--- config.mk ---
export PLATFORM = sky130hd
export DESIGN_NAME = voq_ptr_queue_flat
export DESIGN_NICKNAME = d
export VERILOG_FILES = /design/src/rtl/voq_ptr_queue_if.sv /design/src/rtl/voq_ptr_queue.sv /design/src/flat_wrapper.sv
export SDC_FILE = /design/constraint.sdc
export NUM_CORES = 1
export LEC_CHECK = 0
export CAP_MARGIN = 20
export CORE_MARGIN = 2
export CORE_UTILIZATION = 45
export DETAILED_ROUTE_END_ITERATION = 10
export GPL_ROUTABILITY_DRIVEN = 1
export PLACE_DENSITY = 0.63
export SKIP_CTS_REPAIR_TIMING = 1
export SLEW_MARGIN = 0
export SYNTH_ARGS = -nofsm -noshare
export SYNTH_HDL_FRONTEND = slang
export SYNTH_HIERARCHICAL = 1
export SYNTH_SLANG_ARGS = --single-unit
--- constraint.sdc ---
create_clock -name clk -period 4.3 [get_ports clk]
set_input_delay 0.43 -clock clk [delete_from_list [all_inputs] [get_ports clk]]
set_output_delay 0.43 -clock clk [all_outputs]
set_load 0.01 [all_outputs]
--- src/rtl/voq_ptr_queue_if.sv ---
// Bundle between the crossbar/egress scheduler and the VOQ pointer bank.
interface voq_ptr_queue_if #(
  parameter int NUM_PORTS = 4,
  parameter int ADDR_W    = 12,
  parameter int DEPTH     = 8,
  parameter int CNT_W     = 16
);
  localparam int PTR_W = $clog2(DEPTH) + 1;

  logic [NUM_PORTS-1:0] write_reqs;
  logic [ADDR_W-1:0]    start_ptrs [NUM_PORTS-1:0];
  logic [NUM_PORTS-1:0] deq_ready;
  logic [NUM_PORTS-1:0] deq_valid;
  logic [ADDR_W-1:0]    deq_ptrs   [NUM_PORTS-1:0];
  logic [PTR_W-1:0]     occupancy  [NUM_PORTS-1:0];
  logic [NUM_PORTS-1:0] drop;
  logic [CNT_W-1:0]     drop_count;

  // crossbar + scheduler side
  modport master (
    output write_reqs, start_ptrs, deq_ready,
    input  deq_valid, deq_ptrs, occupancy, drop, drop_count
  );

  // queue bank side
  modport slave (
    input  write_reqs, start_ptrs, deq_ready,
    output deq_valid, deq_ptrs, occupancy, drop, drop_count
  );
endinterface

--- src/rtl/voq_ptr_queue.sv ---
// Per-ingress VOQ bank: one circular pointer FIFO per egress port, with
// drop-on-full and a saturating drop counter.

// One egress FIFO. Pointers carry an extra wrap bit to tell full from empty.
module voq_lane #(
  parameter int ADDR_W = 12,
  parameter int DEPTH  = 8
) (
  input  logic                     clk,
  input  logic                     rst_n,
  input  logic                     wr_req,
  input  logic [ADDR_W-1:0]        wr_ptr,
  input  logic                     deq_ready,
  output logic                     valid,
  output logic [ADDR_W-1:0]        head,
  output logic [$clog2(DEPTH):0]   occ,
  output logic                     drop_now,
  output logic                     drop
);
  localparam int IDX_W = $clog2(DEPTH);
  localparam int PTR_W = IDX_W + 1;

  logic [ADDR_W-1:0] mem [DEPTH];
  logic [PTR_W-1:0]  wr, rd;
  logic              empty, full, deq_fire, enq;

  assign empty    = (wr == rd);
  assign full     = (wr[IDX_W-1:0] == rd[IDX_W-1:0]) && (wr[PTR_W-1] != rd[PTR_W-1]);
  assign deq_fire = !empty && deq_ready;
  // a full FIFO still takes a write when its head leaves in the same cycle
  assign enq      = wr_req && (!full || deq_fire);
  assign drop_now = wr_req && full && !deq_fire;

  assign valid = !empty;
  assign head  = empty ? '0 : mem[rd[IDX_W-1:0]];
  assign occ   = wr - rd;

  // pointer and drop-flag state
  always_ff @(posedge clk) begin
    if (!rst_n) begin
      wr   <= '0;
      rd   <= '0;
      drop <= 1'b0;
    end else begin
      wr   <= wr + PTR_W'(enq);
      rd   <= rd + PTR_W'(deq_fire);
      drop <= drop_now;
    end
  end

  // storage is deliberately not reset; head is gated while empty
  always_ff @(posedge clk) begin
    if (rst_n && enq) mem[wr[IDX_W-1:0]] <= wr_ptr;
  end
endmodule

module voq_ptr_queue #(
  parameter int NUM_PORTS = 4,
  parameter int ADDR_W    = 12,
  parameter int DEPTH     = 8,
  parameter int CNT_W     = 16
) (
  input  logic                clk,
  input  logic                rst_n,
  voq_ptr_queue_if.slave      bus
);
  localparam int PTR_W = $clog2(DEPTH) + 1;
  localparam int SUM_W = CNT_W + $clog2(NUM_PORTS + 1);

  logic [NUM_PORTS-1:0] valid, drop_now, drop;
  logic [ADDR_W-1:0]    head [NUM_PORTS-1:0];
  logic [PTR_W-1:0]     occ  [NUM_PORTS-1:0];
  logic [CNT_W-1:0]     cnt;
  logic [SUM_W-1:0]     ndrop, sum;

  for (genvar q = 0; q < NUM_PORTS; q++) begin : g_lane
    voq_lane #(.ADDR_W(ADDR_W), .DEPTH(DEPTH)) u_lane (
      .clk       (clk),
      .rst_n     (rst_n),
      .wr_req    (bus.write_reqs[q]),
      .wr_ptr    (bus.start_ptrs[q]),
      .deq_ready (bus.deq_ready[q]),
      .valid     (valid[q]),
      .head      (head[q]),
      .occ       (occ[q]),
      .drop_now  (drop_now[q]),
      .drop      (drop[q])
    );
  end

  // popcount of this cycle's drops, widened so the sum cannot overflow
  always_comb begin
    ndrop = '0;
    for (int q = 0; q < NUM_PORTS; q++) ndrop = ndrop + SUM_W'(drop_now[q]);
    sum = SUM_W'(cnt) + ndrop;
  end

  // saturating drop counter
  always_ff @(posedge clk) begin
    if (!rst_n)                               cnt <= '0;
    else if (sum > SUM_W'({CNT_W{1'b1}}))     cnt <= '1;
    else                                      cnt <= sum[CNT_W-1:0];
  end

  assign bus.deq_valid  = valid;
  assign bus.deq_ptrs   = head;
  assign bus.occupancy  = occ;
  assign bus.drop       = drop;
  assign bus.drop_count = cnt;
endmodule

--- src/flat_wrapper.sv ---
// flat-port wrapper written by rule: the top's interface ports become plain ports
module voq_ptr_queue_flat 
#(
  parameter int NUM_PORTS = 4,
  parameter int ADDR_W    = 12,
  parameter int DEPTH     = 8,
  parameter int CNT_W     = 16
)
  (clk, rst_n, bus_write_reqs, bus_start_ptrs, bus_deq_ready, bus_deq_valid, bus_deq_ptrs, bus_occupancy, bus_drop, bus_drop_count);
  voq_ptr_queue_if #(.NUM_PORTS(NUM_PORTS), .ADDR_W(ADDR_W), .DEPTH(DEPTH), .CNT_W(CNT_W)) bus_i ();
  input  logic clk;
  input  logic rst_n;
  input wire logic [$bits(bus_i.write_reqs)-1:0] bus_write_reqs;
  input wire logic [$bits(bus_i.start_ptrs)-1:0] bus_start_ptrs;
  input wire logic [$bits(bus_i.deq_ready)-1:0] bus_deq_ready;
  output wire logic [$bits(bus_i.deq_valid)-1:0] bus_deq_valid;
  output wire logic [$bits(bus_i.deq_ptrs)-1:0] bus_deq_ptrs;
  output wire logic [$bits(bus_i.occupancy)-1:0] bus_occupancy;
  output wire logic [$bits(bus_i.drop)-1:0] bus_drop;
  output wire logic [$bits(bus_i.drop_count)-1:0] bus_drop_count;
  assign bus_i.write_reqs = bus_write_reqs;
  assign bus_i.start_ptrs = {>>{bus_start_ptrs}};
  assign bus_i.deq_ready = bus_deq_ready;
  assign bus_deq_valid = bus_i.deq_valid;
  assign bus_deq_ptrs = {>>{bus_i.deq_ptrs}};
  assign bus_occupancy = {>>{bus_i.occupancy}};
  assign bus_drop = bus_i.drop;
  assign bus_drop_count = bus_i.drop_count;
  voq_ptr_queue #(.NUM_PORTS(NUM_PORTS), .ADDR_W(ADDR_W), .DEPTH(DEPTH), .CNT_W(CNT_W)) u_core (.clk(clk), .rst_n(rst_n), .bus(bus_i));
endmodule
==> results of run 1 <==
[synthesized netlist by cell type (9+ instances only)]
| cell | number |
|---|---|
| and2_1 | 41 |
| buf_2 | 24 |
| clkbuf_1 | 9 |
| dfxtp_1 | 52 |
| edfxtp_1 | 384 |
| ha_1 | 29 |
| inv_1 | 89 |
| mux4_1 | 12 |
| mux4_2 | 84 |
| nand2_1 | 17 |
| nand3_1 | 76 |
| nor2_1 | 27 |
| nor3_1 | 14 |
| o21ai_1 | 48 |
| xnor2_1 | 21 |
| xor2_1 | 14 |
[power by group through the flow]
| stage | Clock (W) | Combinational, W | Sequential, W |
|---|---|---|---|
| 6_report | 0.00418 | 0.00184 | 0.00471 |
| 5_1_grt | 0.00447 | 0.00200 | 0.00471 |
| 4_1_cts | 0.00430 | 0.00189 | 0.00471 |
| 3_5_place_dp | 0 | 0.00188 | 0.00480 |
| 3_3_place_gp | 0 | 0.00188 | 0.00479 |
| 2_1_floorplan | 0 | 0.00117 | 0.00480 |
[cells in the final DEF, fill, tap and decap left out, types with 4 or more instances in the layout]
master / netlist / layout
clkdlybuf4s50_1: 0 / 144
o21ai_0: 5 / 5
nor3_1: 14 / 8
buf_4: 0 / 45
o21ai_1: 48 / 48
a21boi_1: 7 / 7
xor2_1: 14 / 14
mux4_1: 12 / 12
a21o_1: 4 / 4
dfxtp_1: 52 / 51
nand3_1: 76 / 76
and2_1: 41 / 41
a21oi_1: 7 / 7
nand2_1: 17 / 17
nor3_2: 0 / 6
edfxtp_1: 384 / 384
clkinv_2: 0 / 4
ha_1: 29 / 29
bufinv_16: 0 / 9
mux4_2: 84 / 84
nor2_1: 27 / 27
and3_1: 6 / 6
fa_1: 7 / 7
nand2b_2: 4 / 4
clkbuf_16: 0 / 49
clkinv_1: 0 / 6
inv_1: 89 / 89
clkbuf_1: 9 / 10
nand3b_1: 8 / 8
nor2b_1: 5 / 5
xnor2_1: 21 / 21
[layout make-up]
type,count,area [um2]
sequential,436,12600
inverter,89,334
fill,3100,17300
clock inverter,24,354
multi-input combinational,454,4620
clock buffer,59,1260
timing repair buffer,190,1780
tap,518,648
[how the worst min path moves through the flow]
stage / start / endpoint / slack (ps) / cells after the start
after floorplan: u_core/bus.drop_count[8] / u_core/bus.drop_count[8] / 500 / 1
after global placement: u_core/bus.drop_count[14] / u_core/bus.drop_count[14] / 480 / 2
after detailed placement: u_core/bus.drop_count[14] / u_core/bus.drop_count[14] / 490 / 2
after CTS: rst_n / u_core/g_lane[0].u_lane/mem[1][2] / 490 / 3
after global routing: rst_n / u_core/g_lane[0].u_lane/mem[0][8] / 520 / 3
final: u_core/bus.drop_count[14] / u_core/bus.drop_count[14] / 500 / 2
[stage by stage]
stage                     hold WS [ps]  total power (W)  util (%)  cell area [um2]  worst slack [ps]
after global placement             480          0.00667      51.3            20000               713
after global routing               517           0.0112      55.4            21600               275
after detailed placement           491          0.00668      51.3            20000               633
final                              496           0.0107      55.4            21600               452
after floorplan                    498          0.00597         -            17900               763
after CTS                          487           0.0109      55.4            21600               347
[flip-flops by register name, summed over array words and instances, names as in the netlist]
| signal | count |
|---|---|
| u_core/bus.drop_count | 16 |
| u_core/g_lane.u_lane/drop | 4 |
| u_core/g_lane.u_lane/mem | 384 |
| u_core/g_lane.u_lane/rd | 16 |
| u_core/g_lane.u_lane/wr | 16 |
[worst reg2reg max path, cell delays in order, from the launching register on]
cell and delay [ps]:
dfxtp_1 500, ha_1 330, nand3_1 120, nor3_1 90, and2_1 200, fa_1 570
inv_1 70, fa_1 380, inv_1 90, fa_1 240, nand3_1 220, or3_1 570
a21oi_1 230
[cells by family after synthesis]
kind of cell,synth area share (%)
xor+xnor,1.72
buf+inv,3.94
fa+ha+maj,2.82
simple gates,5.99
mux,12.5
flops,70.4
compound gates,2.69
[routing by layer]
metal	part of all wire [%]	wire [um]	vias to the layer above	track usage (%)
li1	-	-	4332	-
met1	45	16300	4719	25.1
met2	48	17300	217	28.3
met3	5.2	1880	43	4.04
met4	1.7	597	0	4.77
met5	0	0	-	0
==> implementation parameters, run 1 <==
Parameter                              Value

Logic synthesis
  Nets in the synthesized netlist    between 1000 and 1500
  Share of synthesized area occupied by flip-flops and latches    a little over two thirds
  Count of cell types in the netlist    39
  Cell taking the most area after synthesis    edfxtp_1
  Share of the synthesized area in the top cell type    64.6%
  Top FF cell, synth    edfxtp_1
  Average instance area after synthesis    around 17 um2
  Number of flops mapped to enable cells by yosys    roughly 380
  Gate Count Post-Synth    slightly above 1000
  Area of the mapped netlist    17900 um2
  Synth top area cells    edfxtp_1 65%, mux4_2 11%, dfxtp_1 5.8%
  Ys async rst share    0%
  Post-synthesis register bit count    436
  Number of warning messages in the yosys log    6

Status
  Result of the run    completed

Route
  Number of DRC markers after the initial detailed-route iteration    600
  Total vias in the final route    a little over 9000
  Wire length per cell    20.3 um
  Antenna viol nets, final    0
  Number of iterations in the first detailed-routing pass    5
  Via-to-Cell Ratio    about 5.3
  Number of remaining DRC errors    0
  Overall routed net length    about 36000 um

Cells and area
  Area growth from synthesis to final layout    20.8%
  Number of antenna cells inserted    0
  Share of layout cells above drive strength 1    16.8%
  Layout Nets    ~1300
  Count of placed standard cells in the final layout, fillers left out    approximately 1800

Worst setup path
  Type of element capturing the critical path    output port
  Critical R2R Capture    u_core/bus.drop_count[0]
  Crit-path slowest cell    clkdlybuf4s50_1
  Setup CP Type    reg2out
  Crit. Startpoint    u_core/g_lane[1].u_lane/wr[2]
  Capture point of the worst path    bus_deq_ptrs[23]
  Reg-to-reg slack, setup    610 ps
  Logic depth of the worst register-to-register path    12
  Startpoint Class    register
  Biggest fanout along the worst timing path    15
  Levels on crit path    6
  CP Data Required Time    3870 ps
  Launch instance of the worst register-to-register path    u_core/g_lane[0].u_lane/wr[2]
  Ordered list of cells on the worst path    ha_1, nand3_1, nand2b_2, nand2_1, o21ai_1, clkdlybuf4s50_1
  CP max stage delay    600 ps
  Kind of cell adding the most delay to the critical path    simple AND/OR/NAND/NOR gates
  Sum of buffers and inverters on the critical path    1
  Critical Path AT    3420 ps

Timing
  Pins Over Slew Limit    0
  Worst Tran Pin Value    884 ps
  Fin Setup TNS    0 ps
  Endpoints failing setup    0
  RSZ-0062 raised after global routing    false
  Highest Clock Rate    260 MHz
  Final worst path period need    a little under 4000 ps
  Max-slew headroom at the worst pin    40.9%
  Final-report hold violation count    0
  Final clock period utilization by the worst path    89.5%
  Worst Skew    22.3 ps

Pwr
  Internal Pwr Total    0.00822 W
  Switching share of power    23.4%
  Total net switching power    0.00252 W
  Share of power burned in the clock network    39.0%
  Share of total power in combinational logic    17.2%
  Leak Pwr    7.30 nW
  Part of the total power dissipated in sequential elements    43.9%
  Worst supply voltage drop on vdd    0.391 mV
  Pwr Density    roughly 500 nW/um2

Global route
  Overall fraction of global-route tracks in use    approximately 18%
  Via count of the first global-routing pass    9464
  Sum of overflow across all layers after global routing    0
  Wire length of the first global-routing pass    55900 um
  Antenna violations before repair    0
  Pin count of the biggest net entering global routing    68

Die
  Die Height    203 um
  Initial standard-cell utilization of the core    45.9%
  DIE AREA    approximately 41000 um2
  Overall die width    203 um
  Placeable core region    approximately 39000 um2
  Number of placement rows    72
  I/O pin total    146

Place
  # port buffers    about 150
  Routability cong.    ~0.74
  Detailed Place HPWL    21700 um
  Post-placement cell count    1687

Min path
  Worst hold-check path type    reg2reg

Clocking
  Clock tree from TritonCTS    built
  Clock transition at the registers of the reported paths    60 ps
  Count of clock tree sinks    436
  CTS Buf Count    47
  H-Tree Level Count    2
  Clock Root Buffer    clkbuf_16
  Maximum count of clock buffers along a single path    3
  Worst-skew pair later-pin latency    570 ps

Flow run
  Max cap viols    0
(Power assumes the default switching activity.)
==> run 2: changes to the inputs <==
Settings changed: CAP_MARGIN 20 to default.
==> results of run 2 <==
Final layout, timing and power as in run 1 (identical DEF).
==> run 3: changes to the inputs <==
Settings changed: CORE_UTILIZATION 45 to 58, PLACE_DENSITY 0.63 to 0.79.
==> run 3 against run 2 <==
Net effect:
- final area decreased by 1.8%
- via count grew 2.1%
- combinational power hardly changed
- clock power is 13% lower
- largest power group unchanged
- highest routed layer unchanged
==> implementation parameters, run 3 (same netlist as run 1, synthesis figures left out) <==
Parameter                              Value

Pwr
  Switching share of power    23.8%
  Share of power burned in the clock network    35.8%
  Internal Pwr Total    0.00776 W
  Worst supply voltage drop on vdd    0.393 mV
  Total net switching power    between 0.002 and 0.0025 W
  Part of the total power dissipated in sequential elements    between 40% and 50%
  Leak Pwr    a little over 7 nW
  Share of total power in combinational logic    18.0%
  Pwr Density    481 nW/um2

Worst setup path
  Crit-path slowest cell    clkdlybuf4s50_1
  Launch instance of the worst register-to-register path    u_core/g_lane[2].u_lane/wr[2]
  Biggest fanout along the worst timing path    15
  Ordered list of cells on the worst path    buf_4, inv_1, ha_1, nand3_1, nand2b_2, nand2_1, o21ai_1, clkdlybuf4s50_1
  Critical R2R Capture    u_core/bus.drop_count[12]
  Setup CP Type    reg2out
  Sum of buffers and inverters on the critical path    3
  Startpoint Class    register
  Kind of cell adding the most delay to the critical path    buffers and inverters
  CP Data Required Time    3870 ps
  Logic depth of the worst register-to-register path    13
  Critical Path AT    about 3400 ps
  Type of element capturing the critical path    output port
  CP max stage delay    600 ps
  Reg-to-reg slack, setup    slightly above 700 ps

Timing
  Final-report hold violation count    0
  Endpoints failing setup    0
  Final worst path period need    3790 ps
  Highest Clock Rate    264 MHz
  Crit path setup slack, layout    515 ps
  Max-slew headroom at the worst pin    between 40% and 50%
  Final clock period utilization by the worst path    88.0%
  Fin Setup TNS    0 ps
  Pins Over Slew Limit    0
  Worst Tran Pin Value    around 810 ps
  RSZ-0062 raised after global routing    false
  Worst Skew    between 15 and 20 ps

Clocking
  Clock tree from TritonCTS    built
  Maximum count of clock buffers along a single path    3
  H-Tree Level Count    2
  Clock transition at the registers of the reported paths    60 ps
  CTS Buf Count    between 40 and 50
  Clock Root Buffer    clkbuf_16
  Worst-skew pair later-pin latency    530 ps
  Count of clock tree sinks    436

Route
  Number of DRC markers after the initial detailed-route iteration    748
  Wire length per cell    21.4 um
  Via-to-Cell Ratio    5.78
  Total vias in the final route    9503
  Number of remaining DRC errors    0
  Antenna viol nets, final    0
  Overall routed net length    35300 um
  Number of iterations in the first detailed-routing pass    5

Die
  Number of placement rows    64
  Overall die width    179 um
  I/O pin total    between 100 and 150
  DIE AREA    roughly 32000 um2
  Placeable core region    30400 um2
  Die Height    179 um
  Initial standard-cell utilization of the core    58.7%

Global route
  Wire length of the first global-routing pass    54900 um
  Overall fraction of global-route tracks in use    22.0%
  Pin count of the biggest net entering global routing    38
  Via count of the first global-routing pass    approximately 9600
  Antenna violations before repair    0
  Sum of overflow across all layers after global routing    0

Place
  Routability cong.    0.810
  # port buffers    between 100 and 150
  Detailed Place HPWL    21700 um
  Post-placement worst setup slack    about 700 ps

Cells and area
  Most frequent cells in the layout    384 x edfxtp_1, 144 x clkdlybuf4s50_1, 89 x inv_1, 84 x mux4_2, 76 x nand3_1
  Share of layout cells above drive strength 1    about 16%
  Count of filler cells inserted in the layout    1963
  Flip-flop count of the largest register after layout    384
  Layout Nets    1312
  Area growth from synthesis to final layout    18.6%
  Number of antenna cells inserted    0
  Most common cell after layout, fill and taps aside    edfxtp_1

Min path
  Number of cells traversed by the worst hold path    2
  Hold endpoint    u_core/bus.drop_count[15]
  Worst hold-check path type    in2reg
  Worst hold start    rst_n

Status
  Result of the run    completed

Flow run
  Max cap viols    0
-- run 3: routing by layer --
| metal | vias up | routed length, um | track usage, % |
|---|---|---|---|
| li1 | 4324 | - | - |
| met1 | 4827 | 14500 | 30.3 |
| met2 | 302 | 17700 | 36.2 |
| met3 | 50 | 2430 | 4.70 |
| met4 | 0 | 613 | 5.59 |
| met5 | - | 0 | 0 |
-- run 3: per-stage QoR --
| stage | cells | cell area, um2 | hold slack, ps | util (%) | power (W) |
|---|---|---|---|---|---|
| 3_5_place_dp | 1568 | 19800 | 496 | 65.1 | 0.00665 |
| 2_1_floorplan | 1025 | 17900 | 498 | - | 0.00597 |
| 3_3_place_gp | 1568 | 19800 | 480 | 65.1 | 0.00662 |
| 5_1_grt | 1645 | 21200 | 527 | 69.6 | 0.0106 |
| 6_report | 1645 | 21200 | 505 | 69.6 | 0.0102 |
| 4_1_cts | 1645 | 21200 | 485 | 69.6 | 0.0103 |
-- run 3: worst max path at each step --
stage | to | startpoint | depth (start not counted)
finish | bus_deq_ptrs[36] | u_core/g_lane[3].u_lane/rd[2] | 8
floorplan | u_core/bus.drop_count[12] | u_core/g_lane[0].u_lane/rd[1] | 16
global placement | u_core/bus.drop_count[12] | bus_deq_ready[0] | 12
global route | bus_deq_ptrs[12] | u_core/g_lane[1].u_lane/rd[2] | 8
detailed placement | u_core/bus.drop_count[12] | bus_deq_ready[0] | 12
CTS | bus_deq_ptrs[36] | u_core/g_lane[3].u_lane/rd[2] | 8
-- run 3: power by group through the flow --
stage / sequential [W] / combinational, W / clock (W)
detailed placement: 0.00480 / 0.00185 / 0
finish: 0.00471 / 0.00183 / 0.00364
global route: 0.00471 / 0.00198 / 0.00389
CTS: 0.00471 / 0.00186 / 0.00371
global placement: 0.00479 / 0.00183 / 0
floorplan: 0.00480 / 0.00117 / 0
-- run 3: final cells by class --
type / count / area [um2] / area share (%)
clock inverter: 20 / 205 / 0.969
tap: 396 / 495 / 2.34
clock buffer: 57 / 1170 / 5.53
timing repair buffer: 193 / 1810 / 8.53
inverter: 89 / 334 / 1.58
sequential: 436 / 12600 / 59.3
multi-input combinational: 454 / 4600 / 21.7
